==> config.mk <==
export PLATFORM = sky130hd
export DESIGN_NAME = mux_scan_ctrl_flat
export DESIGN_NICKNAME = d
export VERILOG_FILES = /design/src/rtl/mux_scan_ctrl_pkg.sv /design/src/rtl/mux_scan_ctrl_if.sv /design/src/rtl/mux_scan_ctrl_dwell_timer.sv /design/src/rtl/mux_scan_ctrl.sv /design/src/flat_wrapper.sv
export SDC_FILE = /design/constraint.sdc
export NUM_CORES = 1
export LEC_CHECK = 0
export CORE_AREA = 3 3 44 46
export DETAILED_ROUTE_END_ITERATION = 8
export DIE_AREA = 0 0 47 49
export GPL_TIMING_DRIVEN = 0
export HOLD_SLACK_MARGIN = 0.06
export PLACE_DENSITY = 0.72
export RECOVER_POWER = 25
export SLEW_MARGIN = 20
export SYNTH_ARGS = -nofsm -noshare
export SYNTH_HDL_FRONTEND = slang
export SYNTH_SLANG_ARGS = --single-unit
==> constraint.sdc <==
create_clock -name clk -period 2.05 [get_ports clk]
set_clock_uncertainty 0.1 [all_clocks]
set_input_delay 0.205 -clock clk [delete_from_list [all_inputs] [get_ports clk]]
set_output_delay 0.205 -clock clk [all_outputs]
set_load 0.05 [all_outputs]
==> src/rtl/mux_scan_ctrl_pkg.sv <==
// mux_scan_ctrl_pkg
// Shared definitions for the mux scan sequencer: FSM state encoding,
// channel index constants and the dwell counter width.
package mux_scan_ctrl_pkg;

    typedef enum logic {
        ST_IDLE = 1'b0,
        ST_SCAN = 1'b1
    } state_t;

    localparam int CNT_W = 4;

    localparam logic [1:0] CH_A = 2'd0;
    localparam logic [1:0] CH_B = 2'd1;
    localparam logic [1:0] CH_C = 2'd2;
    localparam logic [1:0] CH_D = 2'd3;

endpackage

==> src/rtl/mux_scan_ctrl_if.sv <==
// mux_scan_ctrl_if
// Bundle between the scan sequencer and its surroundings.
//   start : scan request (into sequencer)
//   y     : 4-to-1 mux output under test (into sequencer)
//   s1/s0 : mux select lines (from sequencer)
//   busy  : scan in progress (from sequencer)
//   done  : one-cycle completion pulse (from sequencer)
//   word  : last completed scan, word[k] = channel k (from sequencer)
// master = requester / mux side, slave = the sequencer.
interface mux_scan_ctrl_if;
    logic       start;
    logic       y;
    logic       s1;
    logic       s0;
    logic       busy;
    logic       done;
    logic [3:0] word;

    modport master (
        output start, y,
        input  s1, s0, busy, done, word
    );

    modport slave (
        input  start, y,
        output s1, s0, busy, done, word
    );
endinterface

==> src/rtl/mux_scan_ctrl_dwell_timer.sv <==
// dwell_timer
// Loadable down-counter that times how long each mux channel settles.
// Counts down to zero and sticks there; zero flags the sample cycle.
//   clk      : rising-edge clock
//   rst_n    : asynchronous active-low reset (count cleared)
//   load     : load load_val this edge (takes priority over counting)
//   load_val : reload value
//   zero     : count is zero
module dwell_timer
    import mux_scan_ctrl_pkg::*;
(
    input  logic             clk,
    input  logic             rst_n,
    input  logic             load,
    input  logic [CNT_W-1:0] load_val,
    output logic             zero
);

    logic [CNT_W-1:0] cnt;

    always_ff @(posedge clk or negedge rst_n) begin
        if (!rst_n) begin
            cnt <= '0;
        end else if (load) begin
            cnt <= load_val;
        end else if (cnt != '0) begin
            cnt <= cnt - 1'b1;
        end
    end

    assign zero = (cnt == '0);

endmodule

==> src/rtl/mux_scan_ctrl.sv <==
// mux_scan_ctrl
// Sequencer upstream of a 4-to-1 mux: steps {s1,s0} through channels
// 0..3, waits DWELL cycles on each, samples y, and publishes the four
// samples as word with a one-cycle done pulse. All outputs registered.
//   clk   : rising-edge clock
//   rst_n : asynchronous active-low reset
//   bus   : mux_scan_ctrl_if.slave (start, y in; s1, s0, busy, done, word out)
// Parameter DWELL (1..15): cycles per channel before y is sampled.
// Build option: define MUX_SCAN_CONT_EN for continuous mode, where the
// sequencer restarts a scan on every done without needing start.
module mux_scan_ctrl
    import mux_scan_ctrl_pkg::*;
#(
    parameter int DWELL = 2
)(
    input  logic           clk,
    input  logic           rst_n,
    mux_scan_ctrl_if.slave bus
);

`ifdef MUX_SCAN_CONT_EN
    localparam bit CONT_EN = 1'b1;
`else
    localparam bit CONT_EN = 1'b0;
`endif

    localparam logic [CNT_W-1:0] RELOAD = CNT_W'(DWELL - 1);

    state_t     state;
    logic [1:0] sel;
    logic [3:0] shadow;
    logic [3:0] word_q;
    logic       busy_q;
    logic       done_q;
    logic       zero;
    logic       load;

    // Reload on scan launch and on every channel advance; the last channel
    // only reloads when the scan rolls straight into the next one.
    assign load = ((state == ST_IDLE) && bus.start) ||
                  ((state == ST_SCAN) && zero && ((sel != CH_D) || CONT_EN));

    dwell_timer u_timer (
        .clk      (clk),
        .rst_n    (rst_n),
        .load     (load),
        .load_val (RELOAD),
        .zero     (zero)
    );

    always_ff @(posedge clk or negedge rst_n) begin
        if (!rst_n) begin
            state  <= ST_IDLE;
            sel    <= CH_A;
            shadow <= '0;
            word_q <= '0;
            busy_q <= 1'b0;
            done_q <= 1'b0;
        end else begin
            done_q <= 1'b0;
            case (state)
                ST_IDLE: begin
                    if (bus.start) begin
                        state  <= ST_SCAN;
                        busy_q <= 1'b1;
                        sel    <= CH_A;
                        shadow <= '0;
                    end
                end
                ST_SCAN: begin
                    if (zero) begin
                        shadow[sel] <= bus.y;
                        if (sel != CH_D) begin
                            sel <= sel + 2'd1;
                        end else begin
                            // shadow[3] is not yet written, so take y directly
                            word_q <= {bus.y, shadow[2:0]};
                            done_q <= 1'b1;
                            sel    <= CH_A;
                            if (!CONT_EN) begin
                                busy_q <= 1'b0;
                                state  <= ST_IDLE;
                            end
                        end
                    end
                end
                default: state <= ST_IDLE;
            endcase
        end
    end

    assign bus.s1   = sel[1];
    assign bus.s0   = sel[0];
    assign bus.busy = busy_q;
    assign bus.done = done_q;
    assign bus.word = word_q;

endmodule

==> src/flat_wrapper.sv <==
// flat-port wrapper written by rule: the top's interface ports become plain ports
module mux_scan_ctrl_flat import mux_scan_ctrl_pkg::*;
#(
    parameter int DWELL = 2
)
  (clk, rst_n, bus_start, bus_y, bus_s1, bus_s0, bus_busy, bus_done, bus_word);
  mux_scan_ctrl_if bus_i ();
  input  logic clk;
  input  logic rst_n;
  input wire logic [$bits(bus_i.start)-1:0] bus_start;
  input wire logic [$bits(bus_i.y)-1:0] bus_y;
  output wire logic [$bits(bus_i.s1)-1:0] bus_s1;
  output wire logic [$bits(bus_i.s0)-1:0] bus_s0;
  output wire logic [$bits(bus_i.busy)-1:0] bus_busy;
  output wire logic [$bits(bus_i.done)-1:0] bus_done;
  output wire logic [$bits(bus_i.word)-1:0] bus_word;
  assign bus_i.start = bus_start;
  assign bus_i.y = bus_y;
  assign bus_s1 = bus_i.s1;
  assign bus_s0 = bus_i.s0;
  assign bus_busy = bus_i.busy;
  assign bus_done = bus_i.done;
  assign bus_word = bus_i.word;
  mux_scan_ctrl #(.DWELL(DWELL)) u_core (.clk(clk), .rst_n(rst_n), .bus(bus_i));
endmodule
==> impl_metrics.yaml, run 1 <==
floorplanning:
  row_count: 14
  fp.dieH_um: 49
  die_area_um2: 2303
  fp.dieW_um: 47
  core_region_area_um2: 1541
  start_util_pct: 50.89
  io_pins: 12
timing:
  maxSlewViolCount: 0
  fin_crit_ns: 1.904
  fin_crit_sh_pct: 92.87
  fin_hold_ws_ns: 0.3015
  grt_setup_unrepaired: "false"
  max_slew_margin_pct: 54.07
  maxClockFrequency_ghz: 0.5252
  hold_viol: 0
  setup_violations: 0
  worst_pin_slew_ns: 0.6867
  totalNegativeSetupSlack_ns: 0
finish:
  num-fill-cells: 145
  nets: 100
  drive_gt1_share_pct: 8.989
  area_growth_pct: 19.46
  antennaDiodeCount: 0
  fin_area_um2: 937.1
  multi_input_area_um2: 351.6
  seqCellArea_um2: 400.4
power:
  p_leak_nw: 0.4527
  peakVddDrop_uv: 899.9
  power.density_nw_per_um2: 1636
clocking:
  clock_latency_ns: 0.28
  h-tree-depth: 1
  cts_tree: "done"
  cts_root_buffer: "clkbuf_4"
  postCtsSetupRepairBufs: 0
  cts_resized: 0
  numCtsBuffers: 3
  postCtsHoldBufs: 0
  clk_pin_slew_ns: 0.09
  clock_path_buffers: 2
  cts_sinks: 16
detailed_routing:
  routed_wl_um: 1426
  viasPerCell: 5.410
  vias: 568
  dr.pass1.iters: 4
  dr.first_iter.drc_count: 6
  antenna_left: 0
  wl_per_cell_um: 13.58
  route.detailed.drc: 0
place:
  hpwl_um: 1040
  place.port_buffers: 11
  placedInstanceArea_um2: 914.6
  finalWeightedCongestion: 0.7171
yosys:
  synth_top_area_share_pct: 51.04
  synth.top_cells.by_count: "16 x dfrtp_1, 9 x nand2_1, 8 x nor2_1"
  synthCells: 75
  yosysMostFrequentCell: "dfrtp_1"
  seq_area_frac_synth_pct: 51.04
  yosysUniqueCellTypes: 23
  synthFlopType: "dfrtp_1"
  yosysTopAreaCell: "dfrtp_1"
  avgSynthCellArea_um2: 10.46
  async_flop_share_pct: 100.0
  yosys-top-cells-area: "dfrtp_1 51%, ha_1 8.0%, mux2_1 5.7%"
  syn_area_um2: 784.5
  ys_seq_elements: 16
  synth_edf_count: 0
  synth.net_count: 84
  ys_warn_count: 0
critical_path:
  slowest_stage: "clkdlybuf4s50_1"
  cp_cell_sequence: "clkdlybuf4s50_1"
  cp.buffers_inverters: 1
  cp-startpoint: "u_core.sel[0]"
  r2r-start: "u_core.u_timer.cnt[0]"
  cp_top_family: "buffers and inverters"
  cp-end-kind: "output port"
  worstPathArrival_ns: 1.60
  cp_max_fo: 7
  cp.required_ns: 1.75
  crit_type: "register to output port"
  max_stage_delay_ns: 0.85
  critPathLaunchType: "register"
global_route:
  grt_overflow: 0
  grt_pass1_vias: 512
  grtUsageTotal_pct: 14.48
  grt_max_degree: 17
  grt_pass1_wl_um: 2408
  antenna_found_initial: 0
hold_path:
  worstHoldPathType: "primary input to async pin"
run_status:
  status: "finished clean"
run:
  max-cap-violations: 0
[path summary, 6_finish.rpt]
kind,to,slack (ns),depth (start not counted)
setup / recovery,bus_s0,0.15,1
hold / removal,u_core.state,0.30,1
setup reg to reg,u_core.bus.word[0],0.15,6
hold reg to reg,u_core.bus.word[1],0.39,1
max in group asynchronous,u_core.bus.done,1.11,1
min in group clk,u_core.bus.word[1],0.39,1
[kinds of logic after synthesis]
family,share of synthesized area [%]
adders and majority gates,7.974
and+or+nand+nor,21.69
DFF,51.04
AOI/OAI and AO/OA,8.134
buffers and inverters,4.147
muxes,7.017
[cell type report]
class / instances / area share (%)
tap: 16 / 2.136
buffer: 3 / 1.869
sequential: 16 / 42.72
inverter: 4 / 1.602
timing repair buffer: 11 / 11.75
clock buffer: 3 / 2.403
multi-input combinational: 52 / 37.52
[state kept, by name, indices dropped and copies added (netlist names)]
register,cells
u_core.u_timer.cnt,4
u_core.sel,2
u_core.state,1
u_core.shadow,3
u_core.bus.done,1
u_core.bus.busy,1
u_core.bus.word,4
[per-stage QoR]
step | cells | utilization (%) | power, W | setup WS, ns
after floorplan | 75 | - | 0.001146 | 0.3188
after global placement | 102 | 59.33 | 0.001349 | 0.2181
after detailed placement | 102 | 59.33 | 0.001386 | 0.1752
after CTS | 105 | 60.80 | 0.001547 | 0.1312
after global routing | 105 | 60.80 | 0.001654 | 0.06933
final | 105 | 60.80 | 0.001533 | 0.1461
[layer usage]
layer,track usage [%],vias up,routed length [µm]
li1,-,284,-
met1,19.45,271,682
met5,0,-,0
met3,6.642,2,69
met4,4.147,0,14
met2,20.59,11,659
[report_power, final]
part	leakage, nW	switching, W	total (W)	internal, W
clock network	0.0138	0.0000875	0.000156	0.0000681
registers	0.198	0.000123	0.000574	0.000451
logic	0.241	0.000475	0.000803	0.000329
[cells in the final DEF, fill, tap and decap left out, drive strengths merged]
master,n
dfrtp,16
nor2b,1
a21o,3
clkdlybuf4s50,10
ha,5
nand2,9
a221o,1
and3,1
mux2i,1
inv,4
nor3,1
nor2,8
dlygate4sd3,1
nand3,5
or2,1
a21oi,3
nand2b,2
nor3b,1
nand4,3
o211ai,1
buf,3
nand3b,1
mux2,4
clkbuf,3
a211o,1
Power figures use the tool's default switching activity.
==> run 2: changes to the inputs <==
REMOVE_ABC_BUFFERS = 1   (was unset)
==> run 2 against run 1 <==
  * Critical path depth unchanged
  * Global-route usage decreased by 1.2 points
  * Utilization decreased by 0.65 points
  * Die area is the same
  * Via count is 2.6% lower
  * Largest cell class unchanged
  * Cell count down 1.9%
  * Highest routed layer is now met3
  * Routed wire length down 10%
  * Clock-buffer cell count unchanged
==> impl_metrics.yaml, run 2 (synthesized netlist as in run 1, its figures left out) <==
run_status:
  status: "finished clean"
floorplanning:
  start_util_pct: 50.89
  fp.dieW_um: 47
  die_area_um2: 2303
  row_count: 14
  fp.dieH_um: 49
  core_region_area_um2: 1541
  io_pins: 12
timing:
  worst_pin_slew_ns: 0.7253
  maxSlewViolCount: 0
  maxClockFrequency_ghz: 0.5284
  grt_setup_unrepaired: "false"
  setup_ws_ns: 0.1574
  max_slew_margin_pct: 51.49
  hold_viol: 0
  setup_violations: 0
  fin_crit_sh_pct: 92.32
  fin_crit_ns: 1.893
finish:
  drive_gt1_share_pct: 6.897
  nets: 98
  seqCellArea_um2: 400.4
  area_growth_pct: 18.18
  final_cell_mix: "16 x dfrtp_1, 10 x clkdlybuf4s50_1, 9 x nand2_1"
  layout_commonest_cell: "dfrtp_1"
  multi_input_area_um2: 351.6
  num-fill-cells: 143
  antennaDiodeCount: 0
  fin_util_pct: 60.15
  fin_area_um2: 927.1
power:
  p_seq_share_pct: 37.9
  peakVddDrop_uv: 829.2
  pwr-share-comb_pct: 51.4
  p_sw_w: 0.0006641
  total_power_w: 0.001510
  p_sw_share_pct: 43.97
  p_leak_nw: 0.4451
  power.density_nw_per_um2: 1629
  intPower_w: 0.0008464
  clkPwrFrac_pct: 10.6
detailed_routing:
  route.detailed.drc: 0
  viasPerCell: 5.369
  wl_per_cell_um: 12.40
  dr.pass1.iters: 6
  dr.first_iter.drc_count: 5
  routed_wl_um: 1277
  antenna_left: 0
  vias: 553
global_route:
  antenna_found_initial: 0
  grt_pass1_wl_um: 2242
  grt_max_degree: 17
  grtUsageTotal_pct: 13.31
  grt_overflow: 0
  grt_pass1_vias: 525
critical_path:
  max_stage_delay_ns: 0.85
  cp_top_family: "buffers and inverters"
  cp_max_fo: 7
  worst-r2r-setup-slack_ns: 0.24
  critPathLaunchType: "register"
  cp_cell_sequence: "clkdlybuf4s50_1"
  crit_type: "register to output port"
  worstPathArrival_ns: 1.59
  cp-end-kind: "output port"
  cp.buffers_inverters: 1
  cp.required_ns: 1.75
  slowest_stage: "clkdlybuf4s50_1"
clocking:
  clk_pin_slew_ns: 0.09
  cts_resized: 0
  postCtsHoldBufs: 0
  numCtsBuffers: 3
  clock_latency_ns: 0.27
  h-tree-depth: 1
  cts_sinks: 16
  clock_path_buffers: 2
  postCtsSetupRepairBufs: 1
  cts_root_buffer: "clkbuf_4"
  cts_tree: "done"
place:
  dp_slack_ns: -0.1265
  place.port_buffers: 11
  finalWeightedCongestion: 0.7317
  placedInstanceArea_um2: 897.1
  hpwl_um: 899.8
run:
  max-cap-violations: 0
hold_path:
  worstHoldPathType: "primary input to async pin"
==> run 2: cell types whose count changed in the layout (fill, tap and decap cells not counted), sizes merged <==
| cell | change |
|---|---|
| buf | -2 |
==> run 2: cell type report <==
type                       instances  area share (%)
sequential                        16           43.18
multi-input combinational         52           37.92
timing repair buffer              12           12.69
clock buffer                       3           2.429
tap                               16           2.159
inverter                           4           1.619
==> run 2: per-layer routing <==
layer / global-route usage (%) / up-vias / wire, µm
li1: - / 281 / -
met3: 3.321 / 0 / 54
met2: 19.46 / 13 / 583
met5: 0 / - / 0
met1: 18.29 / 259 / 639
met4: 5.530 / 0 / 0
==> run 2: path summary, 6_finish.rpt <==
check / endpoint / cells after the start / from
hold reg to reg: u_core.bus.word[0] / 1 / u_core.bus.word[0]
max in group asynchronous: u_core.bus.word[2] / 1 / rst_n
hold / removal: u_core.bus.done / 1 / rst_n
setup reg to reg: u_core.bus.word[2] / 5 / u_core.u_timer.cnt[0]
setup / recovery: bus_s0 / 1 / u_core.sel[0]
min in group clk: u_core.bus.word[0] / 1 / u_core.bus.word[0]
==> run 2: per-stage QoR <==
stage	instances	TNS [ns]	hold slack [ns]
CTS	103	0	0.2671
finish	103	0	0.3203
global route	103	0	0.3612
floorplan	72	0	-0.1906
global placement	99	-0.4355	0.3663
detailed placement	99	-0.4850	0.3760
==> run 2: power groups by stage <==
stage          registers (W)  clock network [W]  logic [W]
3_5_place_dp        0.000581                  0   0.000771
6_report            0.000573           0.000161   0.000777
4_1_cts             0.000575           0.000164   0.000787
3_3_place_gp        0.000575                  0   0.000757
5_1_grt             0.000602           0.000178   0.000864
2_1_floorplan       0.000783                  0   0.000352
==> run 3: changes to the inputs <==
CAP_MARGIN = 40   (was unset)
==> results of run 3 <==
No change in the layout: final DEF, timing and power equal those of run 2.
